**config.mk**
```make
export PLATFORM = sky130hd
export DESIGN_NAME = dffram_wb_bridge
export DESIGN_NICKNAME = d
export VERILOG_FILES = /design/src/rtl/dffram_pkg.sv /design/src/rtl/dffram_clear_seq.sv /design/src/rtl/dffram_wb_bridge.sv
export SDC_FILE = /design/constraint.sdc
export NUM_CORES = 1
export LEC_CHECK = 0
export CORE_MARGIN = 5
export CORE_UTILIZATION = 50
export DETAILED_ROUTE_END_ITERATION = 8
export DONT_BUFFER_PORTS = 1
export GPL_ROUTABILITY_DRIVEN = 1
export SKIP_LAST_GASP = 1
export SYNTH_ARGS = -nofsm -noshare
export SYNTH_HDL_FRONTEND = slang
export SYNTH_SLANG_ARGS = --single-unit
```
**constraint.sdc**
```tcl
create_clock -name CLK -period 2.8 [get_ports CLK]
set_input_delay 0.84 -clock CLK [delete_from_list [all_inputs] [get_ports CLK]]
set_output_delay 0.84 -clock CLK [all_outputs]
set_load 0.05 [all_outputs]
```
**src/rtl/dffram_pkg.sv**
```systemverilog
// dffram_pkg
//   Shared definitions for the Wishbone-to-DFFRAM bridge: the bridge FSM state
//   encoding and the default geometry of the 256x16 DFFRAM macro.
//   Imported by dffram_wb_bridge and dffram_clear_seq.
package dffram_pkg;

    localparam int DFF_AW    = 8;
    localparam int DFF_DW    = 16;
    localparam int DFF_WSIZE = DFF_DW / 8;

    // Word written into every location by the optional clear engine
    localparam logic [15:0] DFF_CLEAR_VAL = 16'h0000;

    typedef enum logic [1:0] {
        ST_CLEAR   = 2'd0,
        ST_IDLE    = 2'd1,
        ST_RD_WAIT = 2'd2,
        ST_ACK     = 2'd3
    } state_t;

endpackage

```
**src/rtl/dffram_clear_seq.sv**
```systemverilog
// dffram_clear_seq
//   Address sequencer for the RAM clear engine. Steps through every word
//   address once while 'run' is high and flags the final address.
// Ports
//   clk   in   1   rising-edge clock
//   rst   in   1   synchronous active-high reset, returns the count to 0
//   run   in   1   advance the address this cycle
//   addr  out  AW  address being cleared this cycle
//   done  out  1   high while run is set on the last address (all ones)
module dffram_clear_seq #(
    parameter int AW = 8
) (
    input  logic          clk,
    input  logic          rst,
    input  logic          run,
    output logic [AW-1:0] addr,
    output logic          done
);
    import dffram_pkg::*;

    // The counter wraps back to 0 after the last address, so a later re-entry
    // into the clear state (after a reset) always begins at address 0.
    always_ff @(posedge clk) begin
        if (rst) begin
            addr <= '0;
        end else if (run) begin
            addr <= addr + AW'(1);
        end
    end

    assign done = run && (addr == {AW{1'b1}});

endmodule

```
**src/rtl/dffram_wb_bridge.sv**
```systemverilog
// dffram_wb_bridge
//   Wishbone classic slave driving the single port of a DFFRAM macro.
//   Each accepted bus cycle produces exactly one RAM enable: writes are acked
//   the cycle after the request, reads two cycles after (one cycle for the
//   macro output to settle, then the registered data is returned with ack).
// Configuration
//   DFFRAM_CLEAR_EN : when defined, the RAM is filled with CLEAR_VAL after
//                     every reset; busy_o is high and bus requests wait.
// Ports
//   CLK, RST           clock, synchronous active-high reset
//   wb_cyc_i/stb_i     bus cycle / request strobe
//   wb_we_i, wb_sel_i  write enable, byte-lane enables
//   wb_adr_i, wb_dat_i word address, write data
//   wb_dat_o, wb_ack_o read data, one-cycle acknowledge
//   busy_o             clear engine running
//   ram_en_o/we_o/a_o/di_o  EN0/WE0/A0/Di0 to the macro
//   ram_do_i           Do0 from the macro
module dffram_wb_bridge
    import dffram_pkg::*;
#(
    parameter int             AW        = DFF_AW,
    parameter int             DW        = DFF_DW,
    parameter int             WSIZE     = DFF_WSIZE,
    parameter logic [DW-1:0]  CLEAR_VAL = DW'(DFF_CLEAR_VAL)
) (
    input  logic             CLK,
    input  logic             RST,
    input  logic             wb_cyc_i,
    input  logic             wb_stb_i,
    input  logic             wb_we_i,
    input  logic [WSIZE-1:0] wb_sel_i,
    input  logic [AW-1:0]    wb_adr_i,
    input  logic [DW-1:0]    wb_dat_i,
    output logic [DW-1:0]    wb_dat_o,
    output logic             wb_ack_o,
    output logic             busy_o,
    output logic             ram_en_o,
    output logic [WSIZE-1:0] ram_we_o,
    output logic [AW-1:0]    ram_a_o,
    output logic [DW-1:0]    ram_di_o,
    input  logic [DW-1:0]    ram_do_i
);

    state_t        state;
    state_t        state_nxt;
    logic [DW-1:0] rd_data;
    logic          req;

    assign req = wb_cyc_i & wb_stb_i;

`ifdef DFFRAM_CLEAR_EN
    localparam state_t RESET_STATE = ST_CLEAR;

    logic [AW-1:0] clr_addr;
    logic          clr_done;

    dffram_clear_seq #(
        .AW(AW)
    ) u_clear_seq (
        .clk  (CLK),
        .rst  (RST),
        .run  (state == ST_CLEAR),
        .addr (clr_addr),
        .done (clr_done)
    );
`else
    localparam state_t RESET_STATE = ST_IDLE;
`endif

    always_ff @(posedge CLK) begin
        if (RST) begin
            state <= RESET_STATE;
        end else begin
            state <= state_nxt;
        end
    end

    // Do0 is valid during RD_WAIT (the macro captured the read at the end of
    // the request cycle); hold it so it is stable for the whole ACK cycle.
    always_ff @(posedge CLK) begin
        if (RST) begin
            rd_data <= '0;
        end else if (state == ST_RD_WAIT && wb_cyc_i) begin
            rd_data <= ram_do_i;
        end
    end

    assign wb_dat_o = rd_data;

    // RAM strobes are combinational in the request cycle so the macro performs
    // the access on the same edge the FSM leaves IDLE. Everything is forced to
    // its idle value while RST is high so nothing reaches the macro.
    always_comb begin
        state_nxt = state;
        ram_en_o  = 1'b0;
        ram_we_o  = '0;
        ram_a_o   = '0;
        ram_di_o  = '0;
        wb_ack_o  = 1'b0;
        busy_o    = 1'b0;
        if (!RST) begin
            case (state)
                ST_CLEAR: begin
`ifdef DFFRAM_CLEAR_EN
                    busy_o   = 1'b1;
                    ram_en_o = 1'b1;
                    ram_we_o = {WSIZE{1'b1}};
                    ram_a_o  = clr_addr;
                    ram_di_o = CLEAR_VAL;
                    if (clr_done) begin
                        state_nxt = ST_IDLE;
                    end
`else
                    // Unreachable without the clear engine; fall back to idle.
                    ram_di_o  = CLEAR_VAL;
                    state_nxt = ST_IDLE;
`endif
                end
                ST_IDLE: begin
                    if (req) begin
                        ram_en_o  = 1'b1;
                        ram_a_o   = wb_adr_i;
                        ram_di_o  = wb_dat_i;
                        ram_we_o  = wb_we_i ? wb_sel_i : '0;
                        state_nxt = wb_we_i ? ST_ACK : ST_RD_WAIT;
                    end
                end
                ST_RD_WAIT: begin
                    state_nxt = wb_cyc_i ? ST_ACK : ST_IDLE;
                end
                ST_ACK: begin
                    // A strobe still high here belongs to the transfer being
                    // acknowledged, so the FSM never re-issues it.
                    wb_ack_o  = wb_cyc_i;
                    state_nxt = ST_IDLE;
                end
            endcase
        end
    end

endmodule

```
=== Word-level counts from Yosys, hierarchy flattened ===
Index checks and enable logic that the tools add are counted.

* Register bits: 18
* Bits in latches: 0
* Bits in writable memories: 0
* ROM bits: 0
* Output and inout port bits: 45
* Word-level logic and storage cells: 29
* Memories kept: 0

* Add/sub/neg operators: 0
* $mul: 0
* Div/mod/pow operators: 0
* $lt $le $gt $ge: 0
* Equal/unequal tests: 4
* Shift-type cells: 0
* Multiplexer cells: 19
* Bitwise gates (word level): 1
* Reduce and logical (&&, ||, !) cells: 3

{| class="wikitable"
|+ Operators with widths
! kind !! count
|-
| $mux W16 || 3
|-
| $mux W8 || 3
|-
| $mux W2 || 6
|-
| $mux W1 || 6
|-
| $pmux W2 S3 || 1
|-
| $eq A2 B2 Y1 const B || 2
|-
| $eq A2 B1 Y1 const B || 1
|-
| $logic_not A2 Y1 || 1
|-
| $ne A2 B2 Y1 const B || 1
|-
| $reduce_or A2 Y1 || 1
|-
| $and A1 B1 Y1 || 1
|-
| $logic_and A1 B1 Y1 || 1
|}

=== Longest topological paths before layout ===
Gate-level depths: netlist of run 1.

* Depth in word-level cells: 4
* Depth in mapped cells: 4

=== Worst setup path after synthesis of run 1 ===
No wires, ideal clock.

* Kind: input to output
* Start: input port RST
* End: output port ram_di_o[10]
* Arrival: 2357 ps
* Required time: 1960 ps
* Path slack: -397 ps
* Stages: 4
* Buffers on the path: 2
* Cells stage by stage: nand3b_1 -> buf_2 -> buf_4 -> nor3_1

* Longest elaborated chain between the ends: 1

{| class="wikitable"
|+ Ends and longest elaborated chain
! what !! line !! RTL
|-
| start, declared || dffram_wb_bridge.sv:27 || <nowiki>input logic RST,</nowiki>
|-
| $mux W16 || dffram_wb_bridge.sv:101 || <nowiki>if (!RST) begin</nowiki>
|-
| end, declared || dffram_wb_bridge.sv:40 || <nowiki>output logic [DW-1:0] ram_di_o,</nowiki>
|}

Every way passes these cells.

=== Worst setup path in the final report of run 1 ===
* Start: input port RST
* End: output port ram_we_o[0]

* Longest elaborated chain between the ends: 1

{| class="wikitable"
|+ Ends and longest elaborated chain
! what !! line !! RTL
|-
| $mux W2 || dffram_wb_bridge.sv:101 ||
|-
| end, declared || dffram_wb_bridge.sv:38 || <nowiki>output logic [WSIZE-1:0] ram_we_o,</nowiki>
|}

Every way passes these cells.

==> key figures, run 1 <==
Run status
  • Run status: finished, final reports clean

CTS
  • Hold buffers post-CTS: 0
  • Post CTS Setup Buffer Count: 0
  • Clk sinks: 18
  • CTS H-tree depth: 1
  • Clock Latency Late Sink: 290 ps
  • Clk buf depth: 2
  • Reg clk slew, reported paths: 100 ps
  • CTS Root Cell: clkbuf_4
  • Num CTS Buffers: 3
  • Post-cts resize count: 0
  • CTS tree: yes

Hold path
  • Hold path cells: 2
  • Path type of the worst min-delay path: register to register
  • Hold path start: state[1]$_SDFFE_PP0P_
  • Worst hold path endpoint: state[1]$_SDFFE_PP0P_

Timing
  • Worst relative slew slack: 64.75%
  • TNS Setup: 0 ps
  • Final Hold Fails: 0
  • Max Clock Skew: 3.106 ps
  • RSZ-0062 raised after global routing: false
  • Post-route setup slack: 334.6 ps
  • Count of pins over their slew limit: 0
  • Least-Margin Pin Slew: 528.1 ps
  • Tcrit/Tclk final: 88.05%
  • Final hold slack: 512.3 ps
  • F_max: 405.6 MHz
  • Tmin final: 2465 ps
  • Final setup fails: 0

Floorplan
  • Core ar.: 0.002148 mm²
  • Initial core utilization: 51.31%
  • Std-Cell Rows: 17
  • Die ar.: 0.003244 mm²
  • Ports: 92
  • Die extent in x: 56.96 µm
  • Die Ht: 56.96 µm

Critical path
  • WP data required: 1960 ps
  • Worst setup EP type: primary output
  • Max FO, Critical Path: 34
  • Reg-to-Reg End: wb_dat_o[8]$_SDFFE_PP0P_
  • FF-to-FF path depth: 3
  • R2R Setup Slk: 1360 ps
  • CP Launch Type: input port
  • Reg2Reg Launch Point: state[1]$_SDFFE_PP0P_
  • Crit path DAT: 1630 ps
  • Crit Path Class: input port to primary output

Drt
  • Vias: 920
  • DRC viols: 0
  • DRT iter0 DRCs: 21
  • Routed WL: 2597 µm
  • ANT nets after route: 0
  • Avg Vias per Cell: 4.767
  • TritonRoute pass-1 iters: 3
  • Wire per inst: 13.46 µm

Finish
  • Layout Cells excl Fill: 193
  • N_diodes: 0
  • Share of layout cells above drive strength 1: 21.21%
  • Final Cell Area: 0.001321 mm²
  • Nets: 213
  • Final core area utilization: 61.50%
  • Fill cells: 195
  • Synthesis-to-layout area growth: 19.86%

GRT
  • Vias in the first global route: 878
  • Initial antenna violation count: 0
  • Global-route wire length before repair: 3877 µm
  • Largest net degree at the start of global routing: 35
  • Remaining Overflow, GRT: 0
  • GR Util All Layers: 14.69%

Power
  • Pwr Total: 0.5177 mW
  • P_leak: 0.6033 nW
  • PwrDens: 391.8 mW/mm²
  • Max VDD drop: 0.2951 mV

Flow run
  • Max_cap viols: 0

Place
  • Inst Count DP: 189
  • IO Port Bufs: 0
  • Detailed placer's ending HPWL: 2017 µm
  • Place WS: 348.3 ps
  • Placer Congestion: 0.7366
  • Cell Area, Placed: 0.001285 mm²

Logic synthesis
  • Seq/Total Area, Yosys: 32.69%
  • Yosys reg bits: 18
  • Synth warn: 0
  • Area of the mapped netlist: 0.001102 mm²
  • Syn Inst Count: 142
  • Netlist cell types: 17
  • Synth Net Count: 189
  • Mean Syn Cell Area: 7.763 µm²
-- metal layers --
| layer | up-vias | global-route usage [%] | wire [µm] |
|---|---|---|---|
| li1 | 483 | - | - |
| met1 | 394 | 17.10 | 1087 |
| met2 | 41 | 23.82 | 1258 |
| met3 | 2 | 4.525 | 236 |
| met4 | 0 | 8.278 | 14 |
| met5 | - | 0 | 0 |
-- cell families after synthesis --
| family | count (synthesis) | synth area share (%) |
|---|---|---|
| muxes | 16 | 14.53 |
| AOI/OAI and AO/OA | 1 | 0.4536 |
| DFF | 18 | 32.69 |
| buffers and inverters | 37 | 16.23 |
| and+or+nand+nor | 69 | 35.76 |
| other | 1 | 0.3402 |
-- layout make-up --
type	instances	area (µm²)	area share, %
multi-input cells	87	563.0	42.61
flip-flops and latches	18	360.3	27.27
repair buffers	31	232.7	17.61
inverters	25	93.84	7.102
clock buffers	4	36.28	2.746
well taps	28	35.03	2.652
-- layout by cell type (no fill, tap or decap) --
cell type and count:
inv_1 25, buf_4 31, clkbuf_8 1, nand3b_1 2, dfxtp_1 18, nand2b_1 35
and3b_1 1, nor3_1 26, mux2i_1 16, clkbuf_4 3, nor2_1 2, or3_1 1
nand2_1 2, a21oi_1 1, conb_1 1
-- flip-flops by register name, indices dropped and copies added, names as in the netlist --
| register | flops |
|---|---|
| wb_dat_o | 16 |
| state | 2 |
-- cells in the mapped netlist, drive strengths merged --
cell	number	area, µm²
a21oi	1	5.000
and3b	1	8.760
buf	9	73.82
nor2	2	7.510
nand2	2	7.510
nor3	26	130.1
or3	1	6.260
clkbuf	3	11.26
dfxtp	18	360.4
nand3b	2	15.01
mux2i	16	160.2
inv	25	93.84
nand2b	35	219.0
conb	1	3.750
-- worst max-delay path: stages --
cell      delay [ps]
nand3b_1         130
buf_4            220
nor3_1           200
buf_4            230
-- worst max path at each step --
stage	startpoint	cells past startpoint	endpoint
after floorplan	RST	4	ram_di_o[10]
after global placement	RST	4	ram_we_o[1]
after detailed placement	RST	4	ram_we_o[0]
after CTS	RST	4	ram_we_o[0]
after global routing	RST	4	ram_a_o[0]
final	RST	4	ram_we_o[0]
-- power by group --
group	total, mW	switching [mW]	internal (mW)
combinational	0.102	0.0682	0.0340
sequential	0.260	0.00267	0.257
clock	0.155	0.0764	0.0791
(Power assumes the default switching activity.)
==> inputs of run 2 (changes only) <==
Settings changed: PLACE_DENSITY set to 0.74.
==> key figures, run 2 (synthesis results as in run 1) <==
Place
  • IO Port Bufs: 0 (unchanged)
  • Cell Area, Placed: 0.001297 mm² (was 0.001285 mm²)
  • Detailed placer's ending HPWL: 2357 µm (was 2017 µm)
  • Placer Congestion: 0.7848 (was 0.7366)

CTS
  • CTS H-tree depth: 1 (unchanged)
  • Clk buf depth: 2 (unchanged)
  • Clk sinks: 18 (unchanged)
  • CTS Root Cell: clkbuf_4 (unchanged)
  • Reg clk slew, reported paths: 100 ps (about the same)
  • Post-cts resize count: 0 (unchanged)
  • Clock Latency Late Sink: 280 ps (was 290 ps)
  • CTS tree: yes (unchanged)
  • Num CTS Buffers: 3 (unchanged)
  • Post CTS Setup Buffer Count: 0 (unchanged)
  • Hold buffers post-CTS: 0 (unchanged)

Critical path
  • Critical Path Most Common Cell: buf_4 (unchanged)
  • WP data required: 1960 ps (about the same)
  • Worst Path Buf+Inv: 2 (unchanged)
  • Max FO, Critical Path: 34 (unchanged)
  • Critical path's top delay family: buffers and inverters (unchanged)
  • Critical path's slowest cell: buf_4 (unchanged)
  • Crit Path Class: input port to primary output (unchanged)
  • Worst setup EP type: primary output (unchanged)
  • CP peak stage delay: 230 ps (about the same)
  • Crit path DAT: 1640 ps (was 1630 ps)
  • CP Launch Type: input port (unchanged)
  • Worst-path cell chain: nand3b_1 > buf_4 > nor3_1 > buf_4 (unchanged)

Timing
  • RSZ-0062 raised after global routing: false (unchanged)
  • Max Clock Skew: 1.780 ps (was 3.106 ps)
  • F_max: 403.8 MHz (was 405.6 MHz)
  • Least-Margin Pin Slew: 540.0 ps (was 528.1 ps)
  • Count of pins over their slew limit: 0 (unchanged)
  • Final Hold Fails: 0 (unchanged)
  • Tmin final: 2477 ps (was 2465 ps)
  • Worst relative slew slack: 63.95% (was 64.75%)
  • Final setup fails: 0 (unchanged)
  • Tcrit/Tclk final: 88.46% (was 88.05%)

Drt
  • Wire per inst: 14.91 µm (was 13.46 µm)
  • Vias: 977 (was 920)
  • DRC viols: 0 (unchanged)
  • TritonRoute pass-1 iters: 4 (was 3)
  • ANT nets after route: 0 (unchanged)
  • DRT iter0 DRCs: 73 (was 21)
  • Avg Vias per Cell: 5.036 (was 4.767)
  • Routed WL: 2893 µm (was 2597 µm)

Power
  • Int Power: 0.3716 mW (was 0.3704 mW)
  • Pwr Total: 0.5193 mW (was 0.5177 mW)
  • Net switching power: 0.1477 mW (was 0.1473 mW)
  • Switch share: 28.45% (about the same)
  • Sequential group share of total power: 50.1% (was 50.2%)
  • Clock power share: 29.6% (was 30.0%)
  • PwrDens: 389.4 mW/mm² (was 391.8 mW/mm²)
  • P_leak: 0.6091 nW (was 0.6033 nW)
  • Logic pwr share: 20.3% (was 19.8%)
  • Max VDD drop: 0.3277 mV (was 0.2951 mV)

GRT
  • Initial antenna violation count: 0 (unchanged)
  • GR Util All Layers: 16.21% (was 14.69%)
  • Remaining Overflow, GRT: 0 (unchanged)
  • Global-route wire length before repair: 4340 µm (was 3877 µm)
  • Largest net degree at the start of global routing: 35 (unchanged)
  • Vias in the first global route: 911 (was 878)

Finish
  • Final Cell Area: 0.001334 mm² (was 0.001321 mm²)
  • Most frequent cells in the layout: 35 x nand2b_1, 32 x buf_4, 25 x inv_1, 25 x nor3_1, 18 x dfxtp_1 (was 35 x nand2b_1, 31 x buf_4, 26 x nor3_1)
  • Most common cell after layout, fill and taps aside: nand2b_1 (unchanged)
  • Share of layout cells above drive strength 1: 22.29% (was 21.21%)
  • Synthesis-to-layout area growth: 21.00% (was 19.86%)
  • Nets: 214 (was 213)
  • N_diodes: 0 (unchanged)
  • Max FFs per register: 16 (unchanged)

Hold path
  • Path type of the worst min-delay path: register to register (unchanged)

Floorplan
  • Die Ht: 56.96 µm (unchanged)
  • Core ar.: 0.002148 mm² (unchanged)
  • Initial core utilization: 51.31% (unchanged)
  • Die ar.: 0.003244 mm² (unchanged)
  • Ports: 92 (unchanged)
  • Std-Cell Rows: 17 (unchanged)
  • Die extent in x: 56.96 µm (unchanged)

Flow run
  • Max_cap viols: 0 (unchanged)

Run status
  • Run status: finished, final reports clean (unchanged)
## run 2: changes by cell type in the layout (fill, tap and decap cells not counted)
cell,previous run,this run
buf_4,31,32
nor3_2,0,1
nor3_1,26,25
## run 2: worst register-to-register path, delay by kind of cell, from the launching register on
family                 cells  cell delay [ps]
buffers and inverters      1              190
and+or+nand+nor            2              510
DFF                        1              350
## run 2: power by group through the flow
stage | combinational [mW] | clock, mW | sequential [mW]
detailed placement | 0.105 | 0 | 0.266
floorplan | 0.0876 | 0 | 0.266
CTS | 0.106 | 0.160 | 0.260
global placement | 0.102 | 0 | 0.266
finish | 0.105 | 0.154 | 0.260
global route | 0.112 | 0.174 | 0.260
## run 2: per-stage QoR
| stage | util [%] | hold slack, ps | setup TNS [ps] | worst slack, ps | instances |
|---|---|---|---|---|---|
| after CTS | 62.09 | 540.7 | 0 | 318.6 | 194 |
| after global placement | 60.40 | 475.5 | 0 | 373.6 | 190 |
| final | 62.09 | 531.2 | 0 | 323.2 | 194 |
| after floorplan | - | 465.5 | -9227 | -397.1 | 142 |
| after detailed placement | 60.40 | 521.2 | 0 | 329.9 | 190 |
| after global routing | 62.09 | 566.0 | 0 | 245.8 | 194 |
## run 2: path summary, 6_finish.rpt
check,end,startpoint,slack (ps),cells after the start
setup / recovery,ram_we_o[1],RST,320,4
hold / removal,state[1]$_SDFFE_PP0P_,state[0]$_SDFFE_PP1P_,530,2
setup reg to reg,state[0]$_SDFFE_PP1P_,state[1]$_SDFFE_PP0P_,1640,3
hold reg to reg,state[1]$_SDFFE_PP0P_,state[0]$_SDFFE_PP1P_,530,2
## run 2: layer usage
layer / GRT usage (%) / share of wire [%]
met1: 18.16 / 37
met2: 30.83 / 53
met3: 5.430 / 9.2
met4: 0.9934 / 0
met5: 0 / 0
## run 2: area by class of cell
type / count / area [µm²]
multi-input cells: 87 / 568.0
inverters: 25 / 93.84
repair buffers: 32 / 240.2
well taps: 28 / 35.03
fillers: 197 / 814.5
flip-flops and latches: 18 / 360.3
clock buffers: 4 / 36.28
